$ cat config.mk
export PLATFORM = sky130hd
export DESIGN_NAME = dnn_job_arb_flat
export DESIGN_NICKNAME = d
export VERILOG_FILES = /design/src/rtl/dnn_job_arb_if.sv /design/src/rtl/dnn_job_arb.sv /design/src/flat_wrapper.sv
export SDC_FILE = /design/constraint.sdc
export NUM_CORES = 1
export LEC_CHECK = 0
export BUFFER_PORTS_ARGS = -buffer_cell sky130_fd_sc_hd__buf_2
export CAP_MARGIN = 0
export CORE_AREA = 2 2 189 191
export DETAILED_ROUTE_END_ITERATION = 7
export DIE_AREA = 0 0 191 193
export HOLD_SLACK_MARGIN = 0.15
export PLACE_DENSITY = 0.55
export SLEW_MARGIN = 30
export SYNTH_ARGS = -nofsm -noshare
export SYNTH_HDL_FRONTEND = slang
export SYNTH_SLANG_ARGS = --single-unit
$ cat constraint.sdc
create_clock -name clk -period 7.42 [get_ports clk]
set_input_delay 0.742 -clock clk [delete_from_list [all_inputs] [get_ports clk]]
set_output_delay 0.742 -clock clk [all_outputs]
set_load 0.02 [all_outputs]
$ cat src/rtl/dnn_job_arb_if.sv
// Bundle of the requester, dnn_top and response signals around dnn_job_arb.
// slave is the arbiter's view; master is the surrounding system's view.
interface dnn_job_arb_if #(
    parameter int OUT_W = 12
);
    logic             req0_valid;
    logic             req0_ready;
    logic [19:0]      req0_x;
    logic [79:0]      req0_w1;
    logic [39:0]      req0_w2;
    logic             req1_valid;
    logic             req1_ready;
    logic [19:0]      req1_x;
    logic [79:0]      req1_w1;
    logic [39:0]      req1_w2;
    logic [19:0]      dnn_x;
    logic [79:0]      dnn_w1;
    logic [39:0]      dnn_w2;
    logic             dnn_in_ready;
    logic [OUT_W-1:0] dnn_out0;
    logic [OUT_W-1:0] dnn_out1;
    logic             dnn_out0_ready;
    logic             dnn_out1_ready;
    logic             rsp_valid;
    logic             rsp_ready;
    logic             rsp_id;
    logic [OUT_W-1:0] rsp_out0;
    logic [OUT_W-1:0] rsp_out1;
    logic             rsp_err;

    modport slave (
        input  req0_valid, req0_x, req0_w1, req0_w2,
        input  req1_valid, req1_x, req1_w1, req1_w2,
        input  dnn_out0, dnn_out1, dnn_out0_ready, dnn_out1_ready,
        input  rsp_ready,
        output req0_ready, req1_ready,
        output dnn_x, dnn_w1, dnn_w2, dnn_in_ready,
        output rsp_valid, rsp_id, rsp_out0, rsp_out1, rsp_err
    );

    modport master (
        output req0_valid, req0_x, req0_w1, req0_w2,
        output req1_valid, req1_x, req1_w1, req1_w2,
        output dnn_out0, dnn_out1, dnn_out0_ready, dnn_out1_ready,
        output rsp_ready,
        input  req0_ready, req1_ready,
        input  dnn_x, dnn_w1, dnn_w2, dnn_in_ready,
        input  rsp_valid, rsp_id, rsp_out0, rsp_out1, rsp_err
    );
endinterface

$ cat src/rtl/dnn_job_arb.sv
// Round-robin job arbiter sharing one dnn_top between two requesters.
// A job is latched on grant, started with a one-cycle dnn_in_ready pulse,
// its two results are collected independently, and the tagged result is
// returned over a valid/ready port. A WAIT timeout aborts with rsp_err.
module dnn_job_arb #(
    parameter int OUT_W   = 12,
    parameter int TIMEOUT = 64,
    parameter int CNT_W   = 7
) (
    input logic            clk,
    input logic            rst,
    dnn_job_arb_if.slave   bus
);
    typedef enum logic [1:0] {IDLE, ISSUE, WAIT, RESP} state_t;

    typedef struct packed {
        logic [19:0] x;
        logic [79:0] w1;
        logic [39:0] w2;
    } job_t;

    state_t                  state;
    logic                    last_grant;
    logic [1:0]              got;
    logic [CNT_W-1:0]        cnt;
    job_t                    ops;
    logic                    in_rdy_q;
    logic                    rsp_vld_q;
    logic                    rsp_id_q;
    logic                    rsp_err_q;
    logic [1:0][OUT_W-1:0]   rsp_q;

    logic [1:0]              vld;
    logic                    gnt_any;
    logic                    gnt_id;
    job_t                    job_sel;
    logic [1:0]              drdy;
    logic [1:0][OUT_W-1:0]   dout;
    logic [1:0]              done;

    // Grant decision: only in IDLE; on contention the requester not served last wins.
    always_comb begin
        vld     = {bus.req1_valid, bus.req0_valid};
        gnt_any = (state == IDLE) && !rst && (|vld);
        gnt_id  = (vld == 2'b11) ? ~last_grant : vld[1];
        job_sel = gnt_id ? {bus.req1_x, bus.req1_w1, bus.req1_w2}
                         : {bus.req0_x, bus.req0_w1, bus.req0_w2};
        drdy    = {bus.dnn_out1_ready, bus.dnn_out0_ready};
        dout    = {bus.dnn_out1, bus.dnn_out0};
        done    = got | drdy;
    end

    assign bus.req0_ready   = gnt_any && !gnt_id;
    assign bus.req1_ready   = gnt_any && gnt_id;
    assign bus.dnn_x        = ops.x;
    assign bus.dnn_w1       = ops.w1;
    assign bus.dnn_w2       = ops.w2;
    assign bus.dnn_in_ready = in_rdy_q;
    assign bus.rsp_valid    = rsp_vld_q;
    assign bus.rsp_id       = rsp_id_q;
    assign bus.rsp_out0     = rsp_q[0];
    assign bus.rsp_out1     = rsp_q[1];
    assign bus.rsp_err      = rsp_err_q;

    // Job sequencer: grant/latch, issue pulse, result collection with timeout, response hold.
    always_ff @(posedge clk or posedge rst) begin
        if (rst) begin
            state      <= IDLE;
            last_grant <= 1'b1;
            got        <= '0;
            cnt        <= '0;
            ops        <= '0;
            in_rdy_q   <= 1'b0;
            rsp_vld_q  <= 1'b0;
            rsp_id_q   <= 1'b0;
            rsp_err_q  <= 1'b0;
            rsp_q      <= '0;
        end else begin
            in_rdy_q <= 1'b0;
            case (state)
                IDLE: begin
                    if (gnt_any) begin
                        ops        <= job_sel;
                        rsp_id_q   <= gnt_id;
                        last_grant <= gnt_id;
                        rsp_q      <= '0;   // stale results never leak into a new job
                        rsp_err_q  <= 1'b0;
                        in_rdy_q   <= 1'b1;
                        state      <= ISSUE;
                    end
                end
                ISSUE: begin
                    // a result may already show up alongside the start pulse
                    cnt <= '0;
                    got <= drdy;
                    for (int k = 0; k < 2; k++)
                        if (drdy[k]) rsp_q[k] <= dout[k];
                    state <= WAIT;
                end
                WAIT: begin
                    // first capture wins; repeats after got are ignored
                    for (int k = 0; k < 2; k++) begin
                        if (drdy[k] && !got[k]) begin
                            rsp_q[k] <= dout[k];
                            got[k]   <= 1'b1;
                        end
                    end
                    if (&done) begin
                        state     <= RESP;
                        rsp_vld_q <= 1'b1;
                        rsp_err_q <= 1'b0;
                    end else if (cnt == CNT_W'(TIMEOUT - 1)) begin
                        state     <= RESP;
                        rsp_vld_q <= 1'b1;
                        rsp_err_q <= 1'b1;
                    end else begin
                        cnt <= cnt + CNT_W'(1);
                    end
                end
                RESP: begin
                    if (bus.rsp_ready) begin
                        rsp_vld_q <= 1'b0;
                        state     <= IDLE;
                    end
                end
                default: state <= IDLE;
            endcase
        end
    end
endmodule

$ cat src/flat_wrapper.sv
// flat-port wrapper written by rule: the top's interface ports become plain ports
module dnn_job_arb_flat 
#(
    parameter int OUT_W   = 12,
    parameter int TIMEOUT = 64,
    parameter int CNT_W   = 7
)
  (clk, rst, bus_req0_valid, bus_req0_x, bus_req0_w1, bus_req0_w2, bus_req1_valid, bus_req1_x, bus_req1_w1, bus_req1_w2, bus_dnn_out0, bus_dnn_out1, bus_dnn_out0_ready, bus_dnn_out1_ready, bus_rsp_ready, bus_req0_ready, bus_req1_ready, bus_dnn_x, bus_dnn_w1, bus_dnn_w2, bus_dnn_in_ready, bus_rsp_valid, bus_rsp_id, bus_rsp_out0, bus_rsp_out1, bus_rsp_err);
  dnn_job_arb_if #(.OUT_W(OUT_W)) bus_i ();
  input logic clk;
  input logic rst;
  input wire logic [$bits(bus_i.req0_valid)-1:0] bus_req0_valid;
  input wire logic [$bits(bus_i.req0_x)-1:0] bus_req0_x;
  input wire logic [$bits(bus_i.req0_w1)-1:0] bus_req0_w1;
  input wire logic [$bits(bus_i.req0_w2)-1:0] bus_req0_w2;
  input wire logic [$bits(bus_i.req1_valid)-1:0] bus_req1_valid;
  input wire logic [$bits(bus_i.req1_x)-1:0] bus_req1_x;
  input wire logic [$bits(bus_i.req1_w1)-1:0] bus_req1_w1;
  input wire logic [$bits(bus_i.req1_w2)-1:0] bus_req1_w2;
  input wire logic [$bits(bus_i.dnn_out0)-1:0] bus_dnn_out0;
  input wire logic [$bits(bus_i.dnn_out1)-1:0] bus_dnn_out1;
  input wire logic [$bits(bus_i.dnn_out0_ready)-1:0] bus_dnn_out0_ready;
  input wire logic [$bits(bus_i.dnn_out1_ready)-1:0] bus_dnn_out1_ready;
  input wire logic [$bits(bus_i.rsp_ready)-1:0] bus_rsp_ready;
  output wire logic [$bits(bus_i.req0_ready)-1:0] bus_req0_ready;
  output wire logic [$bits(bus_i.req1_ready)-1:0] bus_req1_ready;
  output wire logic [$bits(bus_i.dnn_x)-1:0] bus_dnn_x;
  output wire logic [$bits(bus_i.dnn_w1)-1:0] bus_dnn_w1;
  output wire logic [$bits(bus_i.dnn_w2)-1:0] bus_dnn_w2;
  output wire logic [$bits(bus_i.dnn_in_ready)-1:0] bus_dnn_in_ready;
  output wire logic [$bits(bus_i.rsp_valid)-1:0] bus_rsp_valid;
  output wire logic [$bits(bus_i.rsp_id)-1:0] bus_rsp_id;
  output wire logic [$bits(bus_i.rsp_out0)-1:0] bus_rsp_out0;
  output wire logic [$bits(bus_i.rsp_out1)-1:0] bus_rsp_out1;
  output wire logic [$bits(bus_i.rsp_err)-1:0] bus_rsp_err;
  assign bus_i.req0_valid = bus_req0_valid;
  assign bus_i.req0_x = bus_req0_x;
  assign bus_i.req0_w1 = bus_req0_w1;
  assign bus_i.req0_w2 = bus_req0_w2;
  assign bus_i.req1_valid = bus_req1_valid;
  assign bus_i.req1_x = bus_req1_x;
  assign bus_i.req1_w1 = bus_req1_w1;
  assign bus_i.req1_w2 = bus_req1_w2;
  assign bus_i.dnn_out0 = bus_dnn_out0;
  assign bus_i.dnn_out1 = bus_dnn_out1;
  assign bus_i.dnn_out0_ready = bus_dnn_out0_ready;
  assign bus_i.dnn_out1_ready = bus_dnn_out1_ready;
  assign bus_i.rsp_ready = bus_rsp_ready;
  assign bus_req0_ready = bus_i.req0_ready;
  assign bus_req1_ready = bus_i.req1_ready;
  assign bus_dnn_x = bus_i.dnn_x;
  assign bus_dnn_w1 = bus_i.dnn_w1;
  assign bus_dnn_w2 = bus_i.dnn_w2;
  assign bus_dnn_in_ready = bus_i.dnn_in_ready;
  assign bus_rsp_valid = bus_i.rsp_valid;
  assign bus_rsp_id = bus_i.rsp_id;
  assign bus_rsp_out0 = bus_i.rsp_out0;
  assign bus_rsp_out1 = bus_i.rsp_out1;
  assign bus_rsp_err = bus_i.rsp_err;
  dnn_job_arb #(.OUT_W(OUT_W), .TIMEOUT(TIMEOUT), .CNT_W(CNT_W)) u_core (.clk(clk), .rst(rst), .bus(bus_i));
endmodule
# After elaboration in Yosys (flattened, before gate mapping)
# Index checks and enable logic that the tools add are counted.
[word_totals]
regBits = 180
latchBits = 0
ram_bits = 0
mem_bits_ro = 0
out_inout_bits = 170
n_memories = 0
[classes]
addsub = 1
mul = 0
n_div = 0
magnitude_cmp = 0
n_eq_ne = 14
shift = 0
muxes = 28
bitwise = 2
reduce_logical = 26
[ops]
columns = ["cell", "n"]
rows = [
  ["140-bit two-way mux", 1],
  ["24-bit case mux with 3 select lines", 1],
  ["12-bit two-way mux", 4],
  ["24-bit two-way mux", 1],
  ["7-bit two-way mux", 2],
  ["7-bit case mux with 2 select lines", 1],
  ["3-bit AND reduction", 4],
  ["1-bit two-way mux", 10],
  ["2-bit inequality test, second input constant", 5],
  ["2-bit two-way mux", 4],
  ["2-bit case mux with 4 select lines", 1],
  ["2-bit AND reduction", 4],
  ["4-bit AND reduction", 2],
  ["7-bit by 1-bit adder with 7-bit output, second input constant", 1],
  ["7-bit by 6-bit equality test with 1-bit output, second input constant", 1],
  ["2-bit equality test, second input constant", 3],
  ["1-bit logical AND", 6],
  ["2-bit by 1-bit inequality test with 1-bit output, second input constant", 3],
  ["2-bit nonzero test", 3],
  ["1-bit zero test", 4],
  ["1-bit case mux with 2 select lines", 2],
  ["2-bit case mux with 2 select lines", 1],
  ["3-bit by 1-bit inequality test with 1-bit output, second input constant", 1],
  ["3-bit nonzero test", 1],
  ["5 further kinds", 5],
]

# Logic depth before layout (Yosys ltp)
[depth]
word_depth = 5
ltp_mapped = 9
ltp_nobuf = 6

# Worst setup path after synthesis
# OpenSTA, ideal clock, no wires.
[synth_timing]
path_type = "reg2out"
start = "register u_core.state[0]"
end = "output port bus_req1_ready"
arrival_ps = 1387
setup_slack_ps = 5291
path_stages_with_launch = 7
path_buffers = 2
path_cell_list = "dfrtp_1 inv_1 ha_1 nor2b_4 and3_1 buf_2 buf_2"
[synth_via]
elab_chain_cells = 4
[synth_lines]
columns = ["item", "line_no", "text"]
rows = [
  ["start: declaration", "dnn_job_arb.sv:22", "state_t state;"],
  ["start signal: assignment", "dnn_job_arb.sv:68", "state <= IDLE;"],
  ["start signal: assignment", "dnn_job_arb.sv:89", "state <= ISSUE;"],
  ["start signal: assignment", "dnn_job_arb.sv:98", "state <= WAIT;"],
  ["2-bit zero test", "dnn_job_arb.sv:44", "gnt_any = (state == IDLE) && !rst && (|vld);"],
  ["1-bit logical AND (2 in series)", "dnn_job_arb.sv:44", ""],
  ["1-bit logical AND", "dnn_job_arb.sv:54", "assign bus.req1_ready = gnt_any && gnt_id;"],
  ["end: declaration", "flat_wrapper.sv:26", "output wire logic [$bits(bus_i.req1_ready)-1:0] bus_req1_ready;"],
]
# Every way passes these cells.

# Final worst setup path
[layout_timing]
start = "register u_core.state[0]"
end = "output port bus_req0_ready"
[layout_via]
elab_chain_cells = 4
[layout_lines]
columns = ["item", "line_no", "text"]
rows = [
  ["2-bit zero test", "dnn_job_arb.sv:44", ""],
  ["1-bit logical AND (2 in series)", "dnn_job_arb.sv:44", ""],
  ["1-bit logical AND", "dnn_job_arb.sv:53", "assign bus.req0_ready = gnt_any && !gnt_id;"],
  ["end: declaration", "flat_wrapper.sv:25", "output wire logic [$bits(bus_i.req0_ready)-1:0] bus_req0_ready;"],
]
# Every way passes these cells.

==> run summary <==
status: finished, violations left
violated checks: DRC
CP Cell Sequence: inv_1, ha_2, nor2b_4, and3_4, buf_2
Mean Syn Cell Area: 11.6 sq um
area grow syn2layout: 41.8%
Synth Warn #: 0
R2R setup slack: 4480 ps
CP Launch Type: flip-flop
min cycle time layout: 3150 ps
core box area: 35000 sq um
Max-slew headroom: 33.8%
Final Wtd Congestion: 0.762
dpl hpwl: 20200 um
Hold Vio Cnt, Final: 0
critical path's slowest cell: and3_4
Initial DRT Pass Iterations: 8
EDFF count, synth: 0
initial antenna violation count: 4
routed vias/inst: 4.63
Worst Skew: 11.1 ps
r2r endpoint: u_core.bus.dnn_w1[48]$_DFFE_PP0P_
vias in the first global route: 6807
reg2reg path depth: 7
Mapped Cells: 668
total leakage power: 0.00629 uW
Seq/Total Area, Yosys: 58.3%
clk sinks: 180
Synth area leader: dfrtp_1
die area: 36900 sq um
Post-Syn Area: 7730 sq um
chip width: 191 um
Initial Util: 22.1%
num ports: 481
total number of vias: 7383
share of cells above drive strength 1: 46.7%
max-slew violations: 0
Post-CTS Setup Bufs: 0
Inst Count DP: 1560
hold_buf cts: 0
Tightest Pin Transition: 993 ps
Crit Path Max Fanout: 59
flops & latches, synth: 180
async set-reset flop share out of synthesis: 100%
CP peak stage delay: 640 ps
CTS H-tree depth: 4
aggregate global-route resource usage: 13.8%
CP endpoint kind: primary output
Worst Path Arrival: 2410 ps
largest net degree at the start of global routing: 116
DRT antenna net count: 0
post-synth cell types: 38
Post-route DRC: 18
maximum VDD drop: 0.198 mV
Final #Nets: 1436
Main synth FF type: dfrtp_1
Setup Crit Path Kind: reg -> out
total chip power: 4620 uW
Avg WL per Cell: 17.2 um
Final period util: 42.4%
grt ovf: 0
WP data required: 6680 ps
CTS tree: yes
final setup fails: 0
WL final: 27300 um
Port Buf Inserts: 480
cts repair resizes: 0
RSZ-0062 raised after global routing: no
TritonCTS buffer count: 17
ranking of synthesized cells by area: dfrtp_1 58%, a222oi_1 18%, inv_1 7.7%, buf_6 2.5%, mux2i_1 1.6%
Setup TNS: 0 ps
Initial DRC Count: 892
Reg clk slew, reported paths: 70 ps
first-pass GRT wire length: 39000 um
CTS Buffer Depth: 2
worst r2r src: u_core.state[0]$_DFFE_PP0P_
Min-Delay Path Class: in -> async
Site Rows: 69
Mapped Nets: 986
max-cap check violation count: 0
Post-Layout Cell Count: 1593
clk root buf: clkbuf_16
Pwr Density: 421 nW/um^2
share of the synthesized area in the top cell type: 58.0%
clk_lat worst skew: 450 ps
Die Ht: 193 um
Fmax: 0.318 GHz
==> where the power goes <==
part	internal [uW]	switching (uW)	total (uW)	leakage [uW]
logic	832	1300	2130	0.00374
registers	1400	236	1640	0.00228
clock network	446	399	845	0.000263
total	2680	1940	4620	0.00629
==> registers in the layout, summed over array words and instances, names as in the netlist <==
signal,count
u_core.state,2
u_core.bus.dnn_in_ready,1
u_core.last_grant,1
u_core.bus.rsp_err,1
u_core.bus.dnn_w1,80
u_core.bus.rsp_id,1
u_core.bus.rsp_valid,1
u_core.bus.rsp_out0,12
u_core.bus.rsp_out1,12
u_core.bus.dnn_x,20
u_core.bus.dnn_w2,40
u_core.got,2
u_core.cnt,7
==> layout make-up <==
cell class	count	area [sq um]
clock buffers	20	457
flip-flops and latches	180	4510
multi-input cells	273	2270
diodes	2	5.00
clock inverters	11	78.8
well taps	461	577
inverters	158	601
fillers	3713	24000
repair buffers	488	2460
==> metrics by stage <==
| step | area (sq um) | setup WS [ps] | util, % | hold WS (ps) |
|---|---|---|---|---|
| 4_1_cts | 11000 | 4190 | 31.3 | 458 |
| 6_report | 11000 | 4270 | 31.3 | 440 |
| 2_1_floorplan | 7730 | 1790 | - | 480 |
| 3_5_place_dp | 10400 | 4380 | 29.8 | 488 |
| 5_1_grt | 11000 | 4120 | 31.3 | 477 |
| 3_3_place_gp | 10400 | 4460 | 29.8 | 485 |
==> Yosys cell counts, drive strengths merged, types with 3 or more instances <==
library cell and number:
a21oi 4, a222oi 140, a31oi 3, and3 3
buf 40, clkbuf 17, dfrtp 179, ha 7
inv 158, mux2i 12, nand2 32, nand2b 4
nand3 3, nor2 9, o21ai 19, o22ai 3
o31ai 13
==> critical path: cells and delay by family, from the launching register on <==
family | cells | cell delay (ps)
simple gates | 2 | 840
flops | 1 | 420
buf+inv | 2 | 430
fa+ha+maj | 1 | 250
==> how the worst max path moves through the flow <==
| stage | startpoint | to | cells past startpoint |
|---|---|---|---|
| finish | u_core.state[0]$_DFFE_PP0P_ | bus_req0_ready | 5 |
| detailed placement | rst | u_core.bus.dnn_w2[26]$_DFFE_PP0P_ | 6 |
| global route | u_core.state[1]$_DFFE_PP0P_ | bus_req0_ready | 5 |
| floorplan | rst | u_core.bus.dnn_in_ready$_DFF_PP0_ | 1 |
| CTS | u_core.state[0]$_DFFE_PP0P_ | bus_req0_ready | 5 |
| global placement | rst | u_core.bus.dnn_w2[27]$_DFFE_PP0P_ | 6 |
==> cells by family after synthesis <==
logic type               Yosys count  synth area share, %
flip-flops                       180                 58.3
buffers and inverters            215                 12.5
AND/OR/NAND/NOR                   59                 3.63
adder cells (fa/ha/maj)            7                 1.13
AO/OA/AOI/OAI                    194                 22.7
multiplexers                      13                 1.70
==> placed cells by master (no fill, tap or decap), types with 2 or more instances in the layout <==
| cell type | Yosys | routed |
|---|---|---|
| a21boi_0 | 2 | 2 |
| a21o_1 | 2 | 2 |
| a21oi_1 | 4 | 4 |
| a222oi_1 | 140 | 140 |
| a22o_1 | 2 | 2 |
| a31oi_1 | 3 | 3 |
| and3_4 | 0 | 2 |
| buf_2 | 21 | 480 |
| buf_4 | 2 | 8 |
| clkbuf_16 | 0 | 17 |
| clkbuf_8 | 0 | 2 |
| clkinv_2 | 0 | 4 |
| clkinv_4 | 0 | 2 |
| clkinvlp_4 | 0 | 2 |
| dfrtp_1 | 179 | 179 |
| diode_2 | 0 | 2 |
| ha_1 | 7 | 6 |
| inv_1 | 158 | 157 |
| inv_6 | 0 | 3 |
| mux2i_1 | 12 | 12 |
| nand2_1 | 32 | 32 |
| nand2b_1 | 4 | 4 |
| nand3_1 | 3 | 3 |
| nand4_1 | 2 | 2 |
| nor2_1 | 9 | 9 |
| o21ai_0 | 18 | 18 |
| o22ai_1 | 3 | 3 |
| o31ai_1 | 13 | 13 |
==> layer usage <==
metal	wire, um	global-route usage [%]	up-vias
li1	-	-	3398
met1	11100	17.6	3565
met2	13100	22.3	389
met3	2670	4.74	29
met4	393	4.11	2
met5	13	0	-
No activity file was read; power rests on OpenSTA's default activity.
